--- config.mk ---
export PLATFORM = sky130hd
export DESIGN_NAME = pc_gen_flat
export DESIGN_NICKNAME = d
export VERILOG_FILES = /design/src/rtl/pc_gen_if.sv /design/src/rtl/pc_gen.sv /design/src/flat_wrapper.sv
export SDC_FILE = /design/constraint.sdc
export NUM_CORES = 1
export LEC_CHECK = 0
export BUFFER_PORTS_ARGS = -buffer_cell sky130_fd_sc_hd__buf_2
export CAP_MARGIN = 20
export CORE_MARGIN = 8
export CORE_UTILIZATION = 47
export CTS_CLUSTER_SIZE = 12
export DETAILED_ROUTE_END_ITERATION = 6
export PLACE_DENSITY = 0.82
export SLEW_MARGIN = 15
export SYNTH_ARGS = -nofsm -noshare
export SYNTH_HDL_FRONTEND = slang
export SYNTH_SLANG_ARGS = --single-unit
--- constraint.sdc ---
create_clock -name clk -period 2.4 [get_ports clk]
set_clock_uncertainty 0.2 [all_clocks]
set_input_delay 0 -clock clk [delete_from_list [all_inputs] [get_ports clk]]
set_output_delay 0 -clock clk [all_outputs]
set_load 0.005 [all_outputs]
--- src/rtl/pc_gen_if.sv ---
// Fetch request channel between the PC generator and IF: PC plus epoch tag
// offered on a valid/ready handshake.
interface pc_gen_if #(
    parameter int XLEN    = 32,
    parameter int EPOCH_W = 2
) ();
    logic               pc_valid;
    logic               pc_ready;
    logic [XLEN-1:0]    pc;
    logic [EPOCH_W-1:0] pc_epoch;

    modport master (
        output pc_valid,
        output pc,
        output pc_epoch,
        input  pc_ready
    );

    modport slave (
        input  pc_valid,
        input  pc,
        input  pc_epoch,
        output pc_ready
    );
endinterface

--- src/rtl/pc_gen.sv ---
// Fetch-stage PC generator: sequential advance on accepted fetches, trap/branch
// redirects with epoch tagging, and a debug halt/resume FSM.
module pc_gen #(
    parameter int              XLEN       = 32,
    parameter logic [XLEN-1:0] RESET_VEC  = XLEN'(32'h8000_0000),
    parameter int              INC_BYTES  = 4,
    parameter int              ALIGN_BITS = 2,
    parameter int              EPOCH_W    = 2
) (
    input  logic            clk,
    input  logic            rst,
    pc_gen_if.master        fetch,
    input  logic            br_valid,
    input  logic [XLEN-1:0] br_target,
    input  logic            trap_valid,
    input  logic [XLEN-1:0] trap_target,
    input  logic            halt_req,
    input  logic            resume,
    output logic            halted,
    output logic            misalign
);

    typedef enum logic [1:0] {
        ST_BOOT = 2'd0,
        ST_RUN  = 2'd1,
        ST_HALT = 2'd2
    } state_t;

    localparam logic [XLEN-1:0] LOW_MASK = XLEN'((64'd1 << ALIGN_BITS) - 64'd1);
    localparam logic [XLEN-1:0] INC_VAL  = XLEN'(INC_BYTES);

    function automatic logic [XLEN-1:0] align_pc(input logic [XLEN-1:0] t);
        return t & ~LOW_MASK;
    endfunction

    function automatic logic low_bits_set(input logic [XLEN-1:0] t);
        return (t & LOW_MASK) != {XLEN{1'b0}};
    endfunction

    state_t             state_r;
    state_t             state_nxt_s;
    logic [XLEN-1:0]    pc_r;
    logic [XLEN-1:0]    pc_nxt_s;
    logic [EPOCH_W-1:0] epoch_r;
    logic [EPOCH_W-1:0] epoch_nxt_s;
    logic               misalign_r;
    logic               misalign_nxt_s;
    logic               redir_s;
    logic [XLEN-1:0]    target_s;
    logic               fire_s;

    assign fire_s = (state_r == ST_RUN) && fetch.pc_ready;

    // Redirect arbitration: trap always wins, branches are dropped while halted.
    always_comb begin
        redir_s  = 1'b0;
        target_s = br_target;
        if (trap_valid) begin
            redir_s  = 1'b1;
            target_s = trap_target;
        end else if (br_valid && (state_r != ST_HALT)) begin
            redir_s  = 1'b1;
            target_s = br_target;
        end else begin
            redir_s  = 1'b0;
            target_s = br_target;
        end
    end

    // Next PC, epoch and misalign flag; a redirect overrides any handshake.
    always_comb begin
        pc_nxt_s       = pc_r;
        epoch_nxt_s    = epoch_r;
        misalign_nxt_s = 1'b0;
        if (redir_s) begin
            pc_nxt_s       = align_pc(target_s);
            epoch_nxt_s    = epoch_r + EPOCH_W'(1);
            misalign_nxt_s = low_bits_set(target_s);
        end else if (fire_s) begin
            pc_nxt_s = pc_r + INC_VAL;
        end else begin
            pc_nxt_s = pc_r;
        end
    end

    // Mode transitions; halt_req dominates resume and trap while halted.
    always_comb begin
        state_nxt_s = state_r;
        case (state_r)
            ST_BOOT: begin
                if (halt_req) begin
                    state_nxt_s = ST_HALT;
                end else begin
                    state_nxt_s = ST_RUN;
                end
            end
            ST_RUN: begin
                if (halt_req) begin
                    state_nxt_s = ST_HALT;
                end else begin
                    state_nxt_s = ST_RUN;
                end
            end
            ST_HALT: begin
                if (halt_req) begin
                    state_nxt_s = ST_HALT;
                end else if (resume || trap_valid) begin
                    state_nxt_s = ST_RUN;
                end else begin
                    state_nxt_s = ST_HALT;
                end
            end
            default: begin
                state_nxt_s = ST_BOOT;
            end
        endcase
    end

    // State and output registers.
    always_ff @(posedge clk or negedge rst) begin
        if (!rst) begin
            state_r    <= ST_BOOT;
            pc_r       <= RESET_VEC;
            epoch_r    <= {EPOCH_W{1'b0}};
            misalign_r <= 1'b0;
        end else begin
            state_r    <= state_nxt_s;
            pc_r       <= pc_nxt_s;
            epoch_r    <= epoch_nxt_s;
            misalign_r <= misalign_nxt_s;
        end
    end

    assign fetch.pc_valid = (state_r == ST_RUN);
    assign fetch.pc       = pc_r;
    assign fetch.pc_epoch = epoch_r;
    assign halted         = (state_r == ST_HALT);
    assign misalign       = misalign_r;

endmodule

--- src/flat_wrapper.sv ---
// flat-port wrapper written by rule: the top's interface ports become plain ports
module pc_gen_flat 
#(
    parameter int              XLEN       = 32,
    parameter logic [XLEN-1:0] RESET_VEC  = XLEN'(32'h8000_0000),
    parameter int              INC_BYTES  = 4,
    parameter int              ALIGN_BITS = 2,
    parameter int              EPOCH_W    = 2
)
  (clk, rst, br_valid, br_target, trap_valid, trap_target, halt_req, resume, halted, misalign, fetch_pc_valid, fetch_pc, fetch_pc_epoch, fetch_pc_ready);
  pc_gen_if #(.XLEN(XLEN), .EPOCH_W(EPOCH_W)) fetch_i ();
  input  logic clk;
  input  logic rst;
  input  logic br_valid;
  input  logic [XLEN-1:0] br_target;
  input  logic trap_valid;
  input  logic [XLEN-1:0] trap_target;
  input  logic halt_req;
  input  logic resume;
  output logic halted;
  output logic misalign;
  output wire logic [$bits(fetch_i.pc_valid)-1:0] fetch_pc_valid;
  output wire logic [$bits(fetch_i.pc)-1:0] fetch_pc;
  output wire logic [$bits(fetch_i.pc_epoch)-1:0] fetch_pc_epoch;
  input wire logic [$bits(fetch_i.pc_ready)-1:0] fetch_pc_ready;
  assign fetch_pc_valid = fetch_i.pc_valid;
  assign fetch_pc = fetch_i.pc;
  assign fetch_pc_epoch = fetch_i.pc_epoch;
  assign fetch_i.pc_ready = fetch_pc_ready;
  pc_gen #(.XLEN(XLEN), .RESET_VEC(RESET_VEC), .INC_BYTES(INC_BYTES), .ALIGN_BITS(ALIGN_BITS), .EPOCH_W(EPOCH_W)) u_core (.clk(clk), .rst(rst), .fetch(fetch_i), .br_valid(br_valid), .br_target(br_target), .trap_valid(trap_valid), .trap_target(trap_target), .halt_req(halt_req), .resume(resume), .halted(halted), .misalign(misalign));
endmodule
==> impl_metrics.csv <==
group,metric,value,unit
route,dr_total_vias,2758,
route,drtAntennaViolNets,0,
grt,antenna_found_initial,1,
setup_path,r2r_end,"u_core.fetch.pc[26]",
sta,period_share,96.3,%
synth,synth_seq_cells,35,
synth,synth.yosys.seq_area_share,38.8,%
setup_path,worstSetupPathType,"register to register",
route,dr.first_iter.drc_count,231,
placement,dp_hpwl,5270,microns
route,viasPerCell,5.65,
layout,num-fill-cells,298,
sta,setup_viol,0,
floorplan,io_pins,108,
run,cap_violations,0,
synth,synth_edf_count,0,
setup_path,endpoint_kind,"register",
clock_network,cts_inserted_buffers,5,
synth,netlist_instances,257,
clock_network,cts_sinks,35,
floorplan,die_h,85.4,microns
clock_network,root_buffer,"clkbuf_8",
synth,yosysTopAreaCellShare,37.6,%
synth,synthesis.area,2260,sq um
grt,grt_max_degree,36,
floorplan,die_w,85.4,microns
power_and_ir_drop,p_leak,1.66,nW
synth,ys.warnings.count,0,
sta,tns,0,ns
sta,whs,0.0382,ns
setup_path,arrival,2.28,ns
clock_network,clockBufferDepth,2,
setup_path,cp.required,2.37,ns
floorplan,start_util,48.2,%
layout,nets,504,
synth,ys_types,43,
sta,rsz0062_at_grt,"false",
grt,grt_use_total,22.9,%
floorplan,rows,25,
power_and_ir_drop,power,1.78,mW
worst_hold_path,hold_path_class,"primary input to register",
clock_network,clk_pin_slew,0.08,ns
synth,yosys.area.top_type,"dfrtp_1",
floorplan,die_area,7290,sq um
setup_path,worstPathMaxFanout,27,
clock_network,clock_latency,0.29,ns
grt,grt_pass1_vias,2695,
setup_path,reg2reg_slack,0.09,ns
clock_network,cts_max_level,2,
grt,grt_pass1_wl,13300,microns
setup_path,startpoint_type,"register",
sta,max_slew_margin,46.4,%
synth,synth_flop_cell,"dfrtp_1",
floorplan,core,4690,sq um
grt,grt_overflow,0,
route,drt_first_pass_iters,4,
sta,slew_viol_final,0,
synth,ys_top_cells_by_area,"dfrtp_1 38%, xor2_1 7.7%, a21oi_1 5.3%",
route,wl,8600,microns
power_and_ir_drop,ir_drop,0.311,mV
power_and_ir_drop,power_density,486,nW/um^2
placement,io_buffers,105,
layout,drive_above_1_share,30.9,%
setup_path,crit_end,"u_core.fetch.pc[26]",
route,wl_per_cell,17.6,microns
sta,worstMarginPinSlew,0.805,ns
layout,area_growth,61.8,%
clock_network,cts_tree,"built",
synth,syn_area_per_cell,8.80,sq um
outcome,status,"complete, no violations",
setup_path,crit_start,"u_core.state_r[0]",
placement,gp_congestion,0.817,
sta,min_period,2.31,ns
setup_path,ff2ff_path_depth,7,
synth,ys_async_sr_fraction,100,%
route,drc_errors,0,
sta,fmax,433,MHz
setup_path,r2r_start,"u_core.state_r[0]",
sta,hold_violations,0,
kinds of logic (layout without fill, tap and decap cells):
kind of cell	count (synthesis)	count (layout)	share of synthesized area, %
muxes	1	1	0.442
adders and majority gates	1	1	0.553
DFF	35	35	38.8
and+or+nand+nor	102	102	26.3
xor gates and xnor gates	29	29	11.2
other	1	3	0.166
buffers and inverters	25	200	4.70
AOI/OAI and AO/OA	63	63	17.9
registers in the layout, summed over array words and instances, names as in the netlist:
register / flops
u_core.fetch.pc: 30
u_core.fetch.pc_epoch: 2
u_core.state_r: 2
u_core.misalign: 1
cell usage after synthesis (2+ instances only):
cell,count
nor4_1,2
and4_1,4
nor3_1,6
nor2b_1,17
buf_1,2
clkbuf_1,9
a221oi_1,4
xnor2_1,9
o21a_1,2
dfrtp_1,34
a211oi_1,15
buf_4,2
nor2_1,14
buf_2,3
o21ai_0,9
nand4_1,11
xor2_1,20
nand2_1,19
inv_1,8
o31ai_1,3
and2_1,2
a21oi_1,24
nand4b_1,2
and3_1,5
nand2b_1,3
nand3_1,11
final cells by class:
class	count	area [sq um]	share of cell area [%]
timing repair buffer	184	1310	35.7
sequential	35	880	24.0
tap	54	67.6	1.85
multi-input combinational	198	1290	35.3
clock inverter	3	15.0	0.410
antenna	1	2.50	0.0684
inverter	8	30.0	0.820
clock buffer	5	68.8	1.88
cell usage in the layout (no fill, tap or decap), types with 9 or more instances in the layout:
cell type,n
o21ai_0,9
xnor2_1,9
nand4_1,11
dlygate4sd3_1,70
dfrtp_1,32
nor2_1,13
nand3_1,11
nor2b_1,17
xor2_1,20
buf_2,105
a21oi_1,24
nand2_1,19
a211oi_1,15
through the flow:
stage	utilization, %	cells	area, sq um	setup slack (ns)
2_1_floorplan	-	258	2270	0.502
3_3_place_gp	60.8	409	2850	0.397
3_5_place_dp	60.8	409	2850	0.326
4_1_cts	77.5	487	3640	0.0367
5_1_grt	78.0	488	3660	0.00540
6_report	78.0	488	3660	0.0898
worst min path at each step:
stage / to / start / slack (ns) / cells after the start
after detailed placement: u_core.state_r[1] / rst / -0.06 / 1
after CTS: u_core.fetch.pc[17] / trap_valid / 0.02 / 2
after global placement: u_core.state_r[0] / rst / -0.07 / 1
final: u_core.fetch.pc[17] / trap_valid / 0.04 / 2
after global routing: u_core.fetch.pc[17] / trap_valid / 0.03 / 2
after floorplan: u_core.fetch.pc[10] / rst / -0.50 / 0
critical path: stages, from the launching register on:
cell and delay, ns:
dfrtp_2 0.44, nand2b_1 0.18, and2_1 0.20, nor2_2 0.07, buf_12 0.18, a211oi_1 0.26, dlygate4sd3_1 0.60, a21oi_1 0.05
metal layers:
metal / GRT usage [%] / part of all wire (%) / vias up
li1: - / - / 1269
met2: 40.6 / 52 / 145
met3: 5.41 / 7.5 / 39
met4: 11.8 / 4.8 / 0
met1: 24.9 / 36 / 1305
met5: 0 / 0 / -
timing repair:
action / in CTS / in global routing
hold buffers: 70 / 0
setup endpoints to repair: 0 / 12
buffers inserted: 0 / 0
hold endpoints to repair: 67 / 0
gates resized for setup: 0 / 7
power by group:
part / internal, mW / switching, mW
Combinational: 0.321 / 0.257
Sequential: 0.676 / 0.104
Clock: 0.199 / 0.224
Power figures use the tool's default switching activity.
